### src/rtl/fp_alu_pipe.sv
// Two-stage sign/EXP_W/MAN_W minifloat ALU (ADD, SUB, MUL, MIN, MAX) with valid/ready handshakes.
// Define FP_ALU_STICKY_FLAGS_EN to add the flags_sticky/flags_clear accumulator.
module fp_alu_pipe #(
  parameter int EXP_W = 4,
  parameter int MAN_W = 3
) (
  input  logic                 clock,
  input  logic                 reset,
  input  logic                 in_valid,
  output logic                 in_ready,
  input  logic [EXP_W+MAN_W:0] a,
  input  logic [EXP_W+MAN_W:0] b,
  input  logic [2:0]           op,
  output logic                 out_valid,
  input  logic                 out_ready,
  output logic [EXP_W+MAN_W:0] y,
  output logic [2:0]           flags
`ifdef FP_ALU_STICKY_FLAGS_EN
  ,
  output logic [2:0]           flags_sticky,
  input  logic                 flags_clear
`endif
);

  localparam int W    = 1 + EXP_W + MAN_W;
  localparam int BIAS = (1 << (EXP_W - 1)) - 1;
  localparam int RW   = 2 * MAN_W + 2;  // significand work width, binary point at bit 2*MAN_W
  localparam int XW   = EXP_W + 8;      // signed exponent work width

  localparam logic [2:0] OP_ADD = 3'b000;
  localparam logic [2:0] OP_SUB = 3'b001;
  localparam logic [2:0] OP_MUL = 3'b010;
  localparam logic [2:0] OP_MIN = 3'b011;
  localparam logic [2:0] OP_MAX = 3'b100;

  localparam logic [EXP_W-1:0]    EXP_ONES  = '1;
  localparam logic [EXP_W-1:0]    EXP_MAXF  = {{(EXP_W-1){1'b1}}, 1'b0};
  localparam logic [W-1:0]        CANON_NAN = {1'b0, EXP_ONES, {MAN_W{1'b1}}};
  localparam logic signed [XW-1:0] X_BIAS   = XW'(BIAS);
  localparam logic signed [XW-1:0] X_EXPMAX = XW'((1 << EXP_W) - 1);
  localparam logic signed [XW-1:0] X_ZERO   = '0;

  // ---------------- handshake / stall control ----------------
  logic init_done_reg;
  logic s1_valid_reg;
  logic s2_valid_reg;
  logic s1_en, s2_en, accept;

  assign s2_en     = !s2_valid_reg || out_ready;
  assign s1_en     = !s1_valid_reg || s2_en;
  assign in_ready  = init_done_reg && s1_en;
  assign accept    = in_valid && in_ready;
  assign out_valid = s2_valid_reg;

  // ---------------- S1: unpack and classify ----------------
  logic [W-1:0]       opnd [2];
  logic [1:0]         sgn, is_zero, is_nan;
  logic [EXP_W-1:0]   ex [2];
  logic [MAN_W-1:0]   mn [2];

  assign opnd[0] = a;
  assign opnd[1] = b;

  genvar gi;
  for (gi = 0; gi < 2; gi++) begin : g_unpack
    assign sgn[gi]     = opnd[gi][W-1];
    assign ex[gi]      = opnd[gi][W-2:MAN_W];
    assign is_zero[gi] = (ex[gi] == '0);
    assign is_nan[gi]  = (ex[gi] == EXP_ONES);
    // subnormal encodings collapse to signed zero
    assign mn[gi]      = is_zero[gi] ? '0 : opnd[gi][MAN_W-1:0];
  end

  logic [W-1:0]            fa, fb;
  logic [EXP_W+MAN_W-1:0]  mag_a, mag_b;
  logic                    a_lt_b, b_lt_a;
  logic                    sb_eff, swap, big_s, small_s;
  logic [EXP_W-1:0]        big_e, small_e, diff;
  logic [MAN_W-1:0]        big_m, small_m;
  logic [RW-1:0]           big_sig, small_sig, sum_sig, prod_sig;
  logic signed [XW-1:0]    mul_exp;

  assign fa    = {sgn[0], ex[0], mn[0]};
  assign fb    = {sgn[1], ex[1], mn[1]};
  assign mag_a = {ex[0], mn[0]};
  assign mag_b = {ex[1], mn[1]};

  always_comb begin
    a_lt_b = 1'b0;
    b_lt_a = 1'b0;
    if (sgn[0] != sgn[1]) begin
      a_lt_b = sgn[0];
      b_lt_a = sgn[1];
    end else if (!sgn[0]) begin
      a_lt_b = mag_a < mag_b;
      b_lt_a = mag_b < mag_a;
    end else begin
      a_lt_b = mag_a > mag_b;
      b_lt_a = mag_b > mag_a;
    end
  end

  // Add/sub: order by magnitude so the difference is never negative.
  assign sb_eff    = sgn[1] ^ (op == OP_SUB);
  assign swap      = mag_b > mag_a;
  assign big_s     = swap ? sb_eff : sgn[0];
  assign small_s   = swap ? sgn[0] : sb_eff;
  assign big_e     = swap ? ex[1] : ex[0];
  assign small_e   = swap ? ex[0] : ex[1];
  assign big_m     = swap ? mn[1] : mn[0];
  assign small_m   = swap ? mn[0] : mn[1];
  assign diff      = big_e - small_e;
  assign big_sig   = {1'b0, 1'b1, big_m, {MAN_W{1'b0}}};
  assign small_sig = {1'b0, 1'b1, small_m, {MAN_W{1'b0}}} >> diff;
  assign sum_sig   = (big_s == small_s) ? (big_sig + small_sig) : (big_sig - small_sig);

  assign prod_sig = {{(MAN_W+1){1'b0}}, 1'b1, mn[0]} * {{(MAN_W+1){1'b0}}, 1'b1, mn[1]};
  assign mul_exp  = $signed({{(XW-EXP_W){1'b0}}, ex[0]})
                  + $signed({{(XW-EXP_W){1'b0}}, ex[1]}) - X_BIAS;

  logic                 s1_bypass_reg, s1_bypass_next;
  logic [W-1:0]         s1_byp_y_reg, s1_byp_y_next;
  logic [2:0]           s1_byp_flags_reg, s1_byp_flags_next;
  logic                 s1_sign_reg, s1_sign_next;
  logic signed [XW-1:0] s1_exp_reg, s1_exp_next;
  logic [RW-1:0]        s1_sig_reg, s1_sig_next;

  always_comb begin
    s1_bypass_next    = 1'b0;
    s1_byp_y_next     = '0;
    s1_byp_flags_next = 3'b000;
    s1_sign_next      = 1'b0;
    s1_exp_next       = '0;
    s1_sig_next       = '0;
    if (op > OP_MAX) begin
      s1_bypass_next    = 1'b1;
      s1_byp_flags_next = 3'b100;
    end else if (|is_nan) begin
      s1_bypass_next    = 1'b1;
      s1_byp_y_next     = CANON_NAN;
      s1_byp_flags_next = 3'b100;
    end else begin
      case (op)
        OP_MIN: begin
          s1_bypass_next = 1'b1;
          s1_byp_y_next  = b_lt_a ? fb : fa;
        end
        OP_MAX: begin
          s1_bypass_next = 1'b1;
          s1_byp_y_next  = a_lt_b ? fb : fa;
        end
        OP_MUL: begin
          if (|is_zero) begin
            s1_bypass_next = 1'b1;
            s1_byp_y_next  = {sgn[0] ^ sgn[1], {(W-1){1'b0}}};
          end else begin
            s1_sign_next = sgn[0] ^ sgn[1];
            s1_exp_next  = mul_exp;
            s1_sig_next  = prod_sig;
          end
        end
        default: begin  // ADD / SUB
          if (is_zero[1]) begin
            s1_bypass_next = 1'b1;
            s1_byp_y_next  = fa;
          end else if (is_zero[0]) begin
            s1_bypass_next = 1'b1;
            s1_byp_y_next  = {sb_eff, ex[1], mn[1]};
          end else begin
            // exact cancellation yields +0
            s1_sign_next = (sum_sig == '0) ? 1'b0 : big_s;
            s1_exp_next  = $signed({{(XW-EXP_W){1'b0}}, big_e});
            s1_sig_next  = sum_sig;
          end
        end
      endcase
    end
  end

  // ---------------- S2: normalise, truncate, pack ----------------
  int                   lead_pos;
  int                   norm_shift;
  logic [RW-1:0]        norm_sig;
  logic signed [XW-1:0] norm_exp;
  logic [W-1:0]         y_reg, y_next;
  logic [2:0]           flags_reg, flags_next;

  always_comb begin
    lead_pos = 0;
    for (int i = 0; i < RW - 1; i++) begin
      if (s1_sig_reg[i]) lead_pos = i;
    end
    norm_shift = (RW - 2) - lead_pos;
    if (s1_sig_reg[RW-1]) begin
      norm_sig = s1_sig_reg >> 1;
      norm_exp = s1_exp_reg + XW'(1);
    end else begin
      norm_sig = s1_sig_reg << norm_shift;
      norm_exp = s1_exp_reg - XW'(norm_shift);
    end
  end

  always_comb begin
    y_next     = '0;
    flags_next = 3'b000;
    if (s1_bypass_reg) begin
      y_next     = s1_byp_y_reg;
      flags_next = s1_byp_flags_reg;
    end else if (s1_sig_reg == '0) begin
      y_next = {s1_sign_reg, {(W-1){1'b0}}};
    end else if (norm_exp >= X_EXPMAX) begin
      y_next     = {s1_sign_reg, EXP_MAXF, {MAN_W{1'b1}}};
      flags_next = 3'b010;
    end else if (norm_exp <= X_ZERO) begin
      y_next     = {s1_sign_reg, {(W-1){1'b0}}};
      flags_next = 3'b001;
    end else begin
      y_next = {s1_sign_reg, norm_exp[EXP_W-1:0], norm_sig[RW-3 -: MAN_W]};
    end
  end

  // hidden bit, carry slot and truncated tail are dropped by design
  logic unused_norm_bits;
  assign unused_norm_bits = ^{norm_sig[RW-1:RW-2], norm_sig[MAN_W-1:0]};

  // ---------------- pipeline registers ----------------
  always_ff @(posedge clock or posedge reset) begin
    if (reset) begin
      init_done_reg    <= 1'b0;
      s1_valid_reg     <= 1'b0;
      s2_valid_reg     <= 1'b0;
      s1_bypass_reg    <= 1'b0;
      s1_byp_y_reg     <= '0;
      s1_byp_flags_reg <= 3'b000;
      s1_sign_reg      <= 1'b0;
      s1_exp_reg       <= '0;
      s1_sig_reg       <= '0;
      y_reg            <= '0;
      flags_reg        <= 3'b000;
    end else begin
      init_done_reg <= 1'b1;
      if (s1_en) s1_valid_reg <= accept;
      if (accept) begin
        s1_bypass_reg    <= s1_bypass_next;
        s1_byp_y_reg     <= s1_byp_y_next;
        s1_byp_flags_reg <= s1_byp_flags_next;
        s1_sign_reg      <= s1_sign_next;
        s1_exp_reg       <= s1_exp_next;
        s1_sig_reg       <= s1_sig_next;
      end
      if (s2_en) s2_valid_reg <= s1_valid_reg;
      if (s2_en && s1_valid_reg) begin
        y_reg     <= y_next;
        flags_reg <= flags_next;
      end
    end
  end

  assign y     = y_reg;
  assign flags = flags_reg;

`ifdef FP_ALU_STICKY_FLAGS_EN
  logic out_fire;
  assign out_fire = s2_valid_reg && out_ready;

  // a bit raised by a handshake beats a simultaneous clear
  for (gi = 0; gi < 3; gi++) begin : g_sticky
    logic bit_reg;
    always_ff @(posedge clock or posedge reset) begin
      if (reset)                         bit_reg <= 1'b0;
      else if (out_fire && flags_reg[gi]) bit_reg <= 1'b1;
      else if (flags_clear)              bit_reg <= 1'b0;
    end
    assign flags_sticky[gi] = bit_reg;
  end
`endif

endmodule

### config.mk
export PLATFORM = sky130hd
export DESIGN_NAME = fp_alu_pipe
export DESIGN_NICKNAME = d
export VERILOG_FILES = /design/src/rtl/fp_alu_pipe.sv
export SDC_FILE = /design/constraint.sdc
export NUM_CORES = 1
export LEC_CHECK = 0
export BUFFER_PORTS_ARGS = -buffer_cell sky130_fd_sc_hd__buf_2
export CORE_MARGIN = 4
export CORE_UTILIZATION = 50
export DETAILED_ROUTE_END_ITERATION = 12
export PLACE_DENSITY = 0.71
export SLEW_MARGIN = 5
export SYNTH_ARGS = -nofsm -noshare
export SYNTH_HDL_FRONTEND = slang
export SYNTH_SLANG_ARGS = --single-unit
### constraint.sdc
create_clock -name clock -period 3.4 [get_ports clock]
set_clock_uncertainty 0.2 [all_clocks]
set_input_delay 0.34 -clock clock [delete_from_list [all_inputs] [get_ports clock]]
set_output_delay 0.34 -clock clock [all_outputs]
set_load 0.01 [all_outputs]
==> impl_metrics.csv, run 1 <==
group,metric,value,unit
setup_path,path_class,"input pin to flop",
routing,postRouteAntennaNets,0,
place,place_hpwl,11700,µm
final_layout,nets,826,
pwr,power_leakage,0.00319,µW
clock_tree,clk_path_buf_depth,2,
routing,firstDrtPassIters,5,
global_route,grt_util_all_layers,28.8,%
floorplanning,ios,36,
routing,wirelength,15900,µm
global_route,grt_max_degree,29,
final_layout,mostFrequentLayoutCells,"buf_4, nand2_1, a21oi_1, inv_1, dfrtp_1",
setup_path,path_depth,24,
logic_synthesis,syn_nets,665,
logic_synthesis,syn_area,0.00461,mm²
clock_tree,clock_sinks,39,
floorplanning,die_w,104,µm
setup_path,crit_arrival,4730,ps
logic_synthesis,synth_top_area_cell,"dfrtp_1",
floorplanning,die_h,104,µm
place,dp_cells,827,
timing,period_minus_slack,4720,ps
timing,tightest_slew,1120,ps
timing,hold_violations,0,
setup_path,crit_chain,"buf_6, or4_4, and2_4, ha_1, a21oi_1, buf_4, o211ai_4, a211oi_2, a31oi_1, ha_2, or4_4, nand2_4, nand3_2, or2_4, inv_4, ha_4, inv_2, fa_2, nor2_1, nor2_1, o22ai_1, o211ai_1, and4bb_1, a41oi_2",
global_route,grt_pass1_wl,25800,µm
timing,fin_hold_ws,83.3,ps
global_route,met2_usage,51.0,%
pwr,p_per_area,480,mW/mm²
logic_synthesis,async_reset_ff_share,100,%
routing,wire_per_inst,18.5,µm
routing,vias,5176,
logic_synthesis,seq_area_frac_synth,21.2,%
global_route,met1_usage,35.0,%
logic_synthesis,synth_warnings,0,
final_layout,regArea,976,µm²
global_route,grt-ovfl-total,0,
status,violations,"negative setup slack",
timing,slew_viol_final,0,
logic_synthesis,syn_inst,587,
setup_path,slowest_stage,"or4_4",
global_route,grt_use_met3,3.17,%
place,port_buffers,35,
setup_path,crit_buf_inv,4,
setup_path,worst-path-max-fanout,4,
final_layout,layout-drive-gt1-share,39.4,%
logic_synthesis,synth-main-ff-cell,"dfrtp_1",
floorplanning,start_util,52.1,%
logic_synthesis,yosysTopAreaCellShare,21.2,%
flow_run,drv_cap,0,
timing,setup_viol,15,
logic_synthesis,synth_enable_flop_cells,0,
global_route,busiest_layer,"met2",
clock_tree,clockRootBuffer,"clkbuf_8",
status,run_status,"complete, but fails checks",
clock_tree,clk_latency,290,ps
pwr,total_power,3180,µW
global_route,grt_pass1_vias,5258,
floorplanning,design.die.area,0.0108,mm²
hold_path,min_path_type,"input pin to asynchronous set/reset pin",
floorplanning,rows,34,
final_layout,multi_input_area,0.00388,mm²
logic_synthesis,avgSynthCellArea,7.85,µm²
setup_path,cp_top_family,"simple AND/OR/NAND/NOR gates",
final_layout,stdcell_count,857,
routing,drt_iter0_markers,361,
global_route,antenna_found_initial,0,
final_layout,diodes,0,
place,routabilityCongestion,0.977,
timing,slew_headroom,24.5,%
logic_synthesis,yosys-top-cells-area,"dfrtp_1, ha_1, nand2_1",
clock_tree,clkTransAtPathRegs,80,ps
timing,rsz0062_at_grt,"true",
logic_synthesis,synthDistinctLibCells,74,
final_layout,area_delta_synth_final,43.6,%
setup_path,slowest_delay,580,ps
setup_path,worst_ep_required_time,3410,ps
clock_tree,tritoncts,"built",
logic_synthesis,ys_seq_elements,39,
routing,via_per_inst,6.04,
timing,setup_ws,-1320,ps
final_layout,layout_commonest_cell,"buf_4",
final_layout,n_fill_cell,636,
floorplanning,core_area,0.00885,mm²
clock_tree,numCtsBuffers,5,
timing,fmax,212,MHz
clock_tree,cts_htree_levels,2,
routing,route.detailed.drc,0,
setup_path,reg2regPathDepth,14,
setup_path,critPathCaptureType,"flop",
setup_path,worstSetupStartpointType,"input pin",
place,dpl_worst_slack,-1710,ps
pwr,vdd_ir_drop_max,0.000228,V
timing,fin_crit_sh,139,%
-- layout make-up --
class	instances	area share [%]
sequential	39	14.7
tap	108	2.04
clock inverter	3	0.661
timing repair buffer	182	20.3
inverter	44	2.65
multi-input combinational	476	58.6
clock buffer	5	1.04
-- per-layer routing --
metal,wire length [µm],vias up
li1,-,2441
met1,6340,2461
met2,7920,219
met3,864,55
met4,755,0
met5,0,-
-- through the flow --
stage                     utilization (%)  TNS [ps]  cell area, µm²
final                                74.8    -10280            6620
after global routing                 74.8    -12610            6620
after CTS                            72.6     -8410            6430
after detailed placement             65.8    -18340            5820
after global placement               65.8    -15670            5820
after floorplan                         -    -12830            4730
-- worst paths after layout --
path,from,end,slack (ps)
min,reset,s1_valid_reg,80
min in group clock,out_ready,s1_valid_reg,120
max in group asynchronous,reset,s1_exp_reg[10],2240
max reg2reg,s1_sig_reg[4],y[0],-140
max,b[5],s1_sign_reg,-1320
min reg2reg,flags[2],flags[2],280
-- cell usage after synthesis (7+ instances only) --
| cell | count |
|---|---|
| xnor2_1 | 10 |
| clkbuf_1 | 20 |
| nor2b_1 | 9 |
| nor4_1 | 7 |
| ha_1 | 47 |
| nor2_1 | 42 |
| inv_1 | 43 |
| nand3_1 | 9 |
| nand2_1 | 79 |
| dfrtp_1 | 39 |
| mux2i_1 | 13 |
| nor3_1 | 11 |
| o21ai_0 | 45 |
| a21o_1 | 15 |
| a211oi_1 | 14 |
| o31ai_1 | 8 |
| a21oi_1 | 53 |
| fa_1 | 8 |
| a22o_1 | 7 |
-- worst reg2reg max path, stage by stage (launching register included) --
cell and delay (ps):
dfrtp_1 450, or3_4 420, ha_4 240, nor2b_1 120, ha_1 320, buf_6 130, a21o_1 180, a21oi_2 140
xnor2_1 100, a311oi_1 300, buf_4 200, a21o_1 180, nor2_4 90, a211oi_2 270, o21ai_1 100
-- report_power, final --
group | switching, µW | total, µW | internal, µW
combinational | 1130 | 2170 | 1040
clock | 163 | 381 | 218
sequential | 74.3 | 632 | 558
-- logic make-up after synthesis --
logic type	after synthesis	synth area share [%]
XOR/XNOR	16	3.45
buffers and inverters	72	6.54
flip-flops	39	21.2
other	1	0.0813
AO/OA/AOI/OAI	193	29.0
adder cells (fa/ha/maj)	55	16.2
multiplexers	15	3.31
AND/OR/NAND/NOR	196	20.2
-- what timing repair did --
item / 4_1_cts / 5_1_grt
pin swaps: 49 / 37
setup buffers: 14 / 10
hold buffers: 0 / 0
gates resized for setup: 86 / 33
setup endpoints to repair: 24 / 24
(Power assumes the default switching activity.)
==> run 2, diff against run 1 <==
--- a/config.mk
+++ b/config.mk
@@ -7,9 +7,8 @@
 export LEC_CHECK = 0
 export BUFFER_PORTS_ARGS = -buffer_cell sky130_fd_sc_hd__buf_2
 export CORE_MARGIN = 4
-export CORE_UTILIZATION = 50
+export CORE_UTILIZATION = 30
 export DETAILED_ROUTE_END_ITERATION = 12
-export PLACE_DENSITY = 0.71
 export SLEW_MARGIN = 5
 export SYNTH_ARGS = -nofsm -noshare
 export SYNTH_HDL_FRONTEND = slang
==> run 2 against run 1 <==
The run still ends with negative setup slack left. Combinational power hardly changed. Count of clock-buffer cells in the layout stayed put. Utilization is 30 points lower. Global-route usage is 13 points lower. Design area is 3.2% higher. Die area is 61% higher. Highest routed layer unchanged.
==> impl_metrics.csv, run 2 (synthesis gave the netlist of run 1 again) <==
group,metric,value,unit
clock_tree,clk_path_buf_depth,2,
pwr,p_per_area,487,mW/mm²
final_layout,n_fill_cell,1466,
final_layout,fin_area,0.00683,mm²
floorplanning,die_h,132,µm
clock_tree,clk_latency,280,ps
setup_path,path_class,"input pin to flop",
setup_path,slowest_stage,"or4_4",
clock_tree,clockRootBuffer,"clkbuf_16",
place,dp_cells,910,
pwr,swShare,40.7,%
pwr,p_switching,1350,µW
timing,hold_violations,0,
place,dpl_worst_slack,-1650,ps
place,routabilityCongestion,0.957,
floorplanning,start_util,30.4,%
clock_tree,clkTransAtPathRegs,60,ps
routing,drt_iter0_markers,440,
hold_path,hold_depth,3,
setup_path,critPathCaptureType,"flop",
global_route,grt_pass1_vias,4583,
place,port_buffers,35,
final_layout,area_delta_synth_final,48.2,%
pwr,pwr-share-comb,65.0,%
global_route,grt_util_all_layers,16.0,%
global_route,antenna_found_initial,0,
setup_path,crit_arrival,4580,ps
setup_path,worst_ep_required_time,3400,ps
routing,postRouteAntennaNets,0,
pwr,p_seq_share,18.9,%
setup_path,critical_path.most_common_cell,"buf_4",
clock_tree,cts_htree_levels,2,
routing,via_per_inst,5.30,
routing,firstDrtPassIters,5,
final_layout,mostFrequentLayoutCells,"buf_4, nand2_1, a21oi_1, inv_1, dfrtp_1",
setup_path,reg2regPathDepth,13,
flow_run,drv_cap,0,
setup_path,worst-path-max-fanout,5,
global_route,grt_pass1_wl,23200,µm
timing,rsz0062_at_grt,"true",
timing,setup_viol,11,
floorplanning,rows,45,
final_layout,stdcell_count,944,
timing,slew_headroom,53.9,%
place,placed_area,0.00594,mm²
final_layout,multi_input_area,0.00388,mm²
clock_tree,numCtsBuffers,5,
pwr,vdd_ir_drop_max,0.000236,V
routing,wire_per_inst,16.0,µm
setup_path,slowest_delay,560,ps
place,place_hpwl,11500,µm
routing,route.detailed.drc,0,
clock_tree,tritoncts,"built",
timing,period_minus_slack,4580,ps
status,run_status,"complete, but fails checks",
setup_path,crit_chain,"buf_6, or4_4, and2_4, buf_4, clkinv_4, xnor2_1, and2_0, nor2_4, a31oi_1, ha_2, buf_4, o31ai_4, buf_6, buf_4, a21oi_1, nand2_1, buf_4, fa_2, nor2_1, nor2_1, o22ai_1, o211ai_1, and4bb_1, a41oi_2",
final_layout,layout-drive-gt1-share,40.5,%
hold_path,min_path_type,"input pin to flop",
global_route,grt-ovfl-total,0,
final_layout,diodes,0,
pwr,clkPwrFrac,16.1,%
final_layout,nets,833,
final_layout,utilization,45.1,%
timing,setup_ws,-1180,ps
timing,slew_viol_final,0,
status,violations,"negative setup slack",
timing,tns,-8890,ps
pwr,power_leakage,0.00324,µW
final_layout,layout_commonest_cell,"buf_4",
timing,tightest_slew,690,ps
routing,wirelength,15100,µm
global_route,grt_max_degree,40,
timing,fmax,219,MHz
floorplanning,die_w,132,µm
floorplanning,design.die.area,0.0174,mm²
clock_tree,clock_sinks,39,
final_layout,regArea,977,µm²
floorplanning,ios,36,
timing,fin_crit_sh,135,%
setup_path,worstSetupStartpointType,"input pin",
routing,vias,5002,
floorplanning,core_area,0.0151,mm²
pwr,intPower,1970,µW
## run 2: final timing paths
kind / from / end / slack [ps]
min reg2reg: flags[0] / flags[0] / 270
max in group asynchronous: reset / s1_sig_reg[4] / 2110
max: b[6] / s1_sign_reg / -1180
max reg2reg: s1_sig_reg[5] / y[4] / -30
min: out_ready / s1_valid_reg / 140
min in group asynchronous: reset / flags[2] / 520
## run 2: metal layers
layer	global-route usage (%)	vias to the layer above	share of wire [%]
met5	0	-	0
li1	-	2456	-
met4	3.56	0	1.5
met1	22.3	2361	46
met3	2.14	20	5.0
met2	26.5	165	47
## run 2: power by group through the flow
stage / Combinational [µW] / Sequential [µW] / Clock (µW)
6_report: 2160 / 628 / 536
5_1_grt: 2340 / 641 / 562
4_1_cts: 1900 / 623 / 541
3_5_place_dp: 1720 / 629 / 0
3_3_place_gp: 1710 / 626 / 0
2_1_floorplan: 1020 / 645 / 0
## run 2: worst max-delay path, delay by kind of cell
kind | cells | cell delay (ps)
and+or+nand+nor | 8 | 1640
AOI/OAI and AO/OA | 6 | 920
buffers and inverters | 7 | 880
adders and majority gates | 2 | 590
xor gates and xnor gates | 1 | 190
## run 2: cell type report
cell class / count / area share [%]
clock buffers: 5 / 1.83
clock inverters: 3 / 0.641
inverters: 44 / 2.56
multi-input cells: 476 / 56.8
flip-flops and latches: 39 / 14.3
well taps: 188 / 3.44
repair buffers: 189 / 20.4
## run 2: through the flow
stage / hold slack, ps / total power, µW
floorplan: 251 / 1670
global placement: 257 / 2340
detailed placement: 265 / 2350
CTS: 147 / 3060
global route: 171 / 3550
finish: 142 / 3330
## run 2: what timing repair did
| item | in CTS | in global routing |
|---|---|---|
| hold endpoints to repair | 39 | 0 |
| hold buffers | 1 | 0 |
| pin swaps | 43 | 59 |
| resized for setup | 56 | 62 |
| endpoints found under the setup margin | 23 | 25 |
| setup buffers | 15 | 11 |
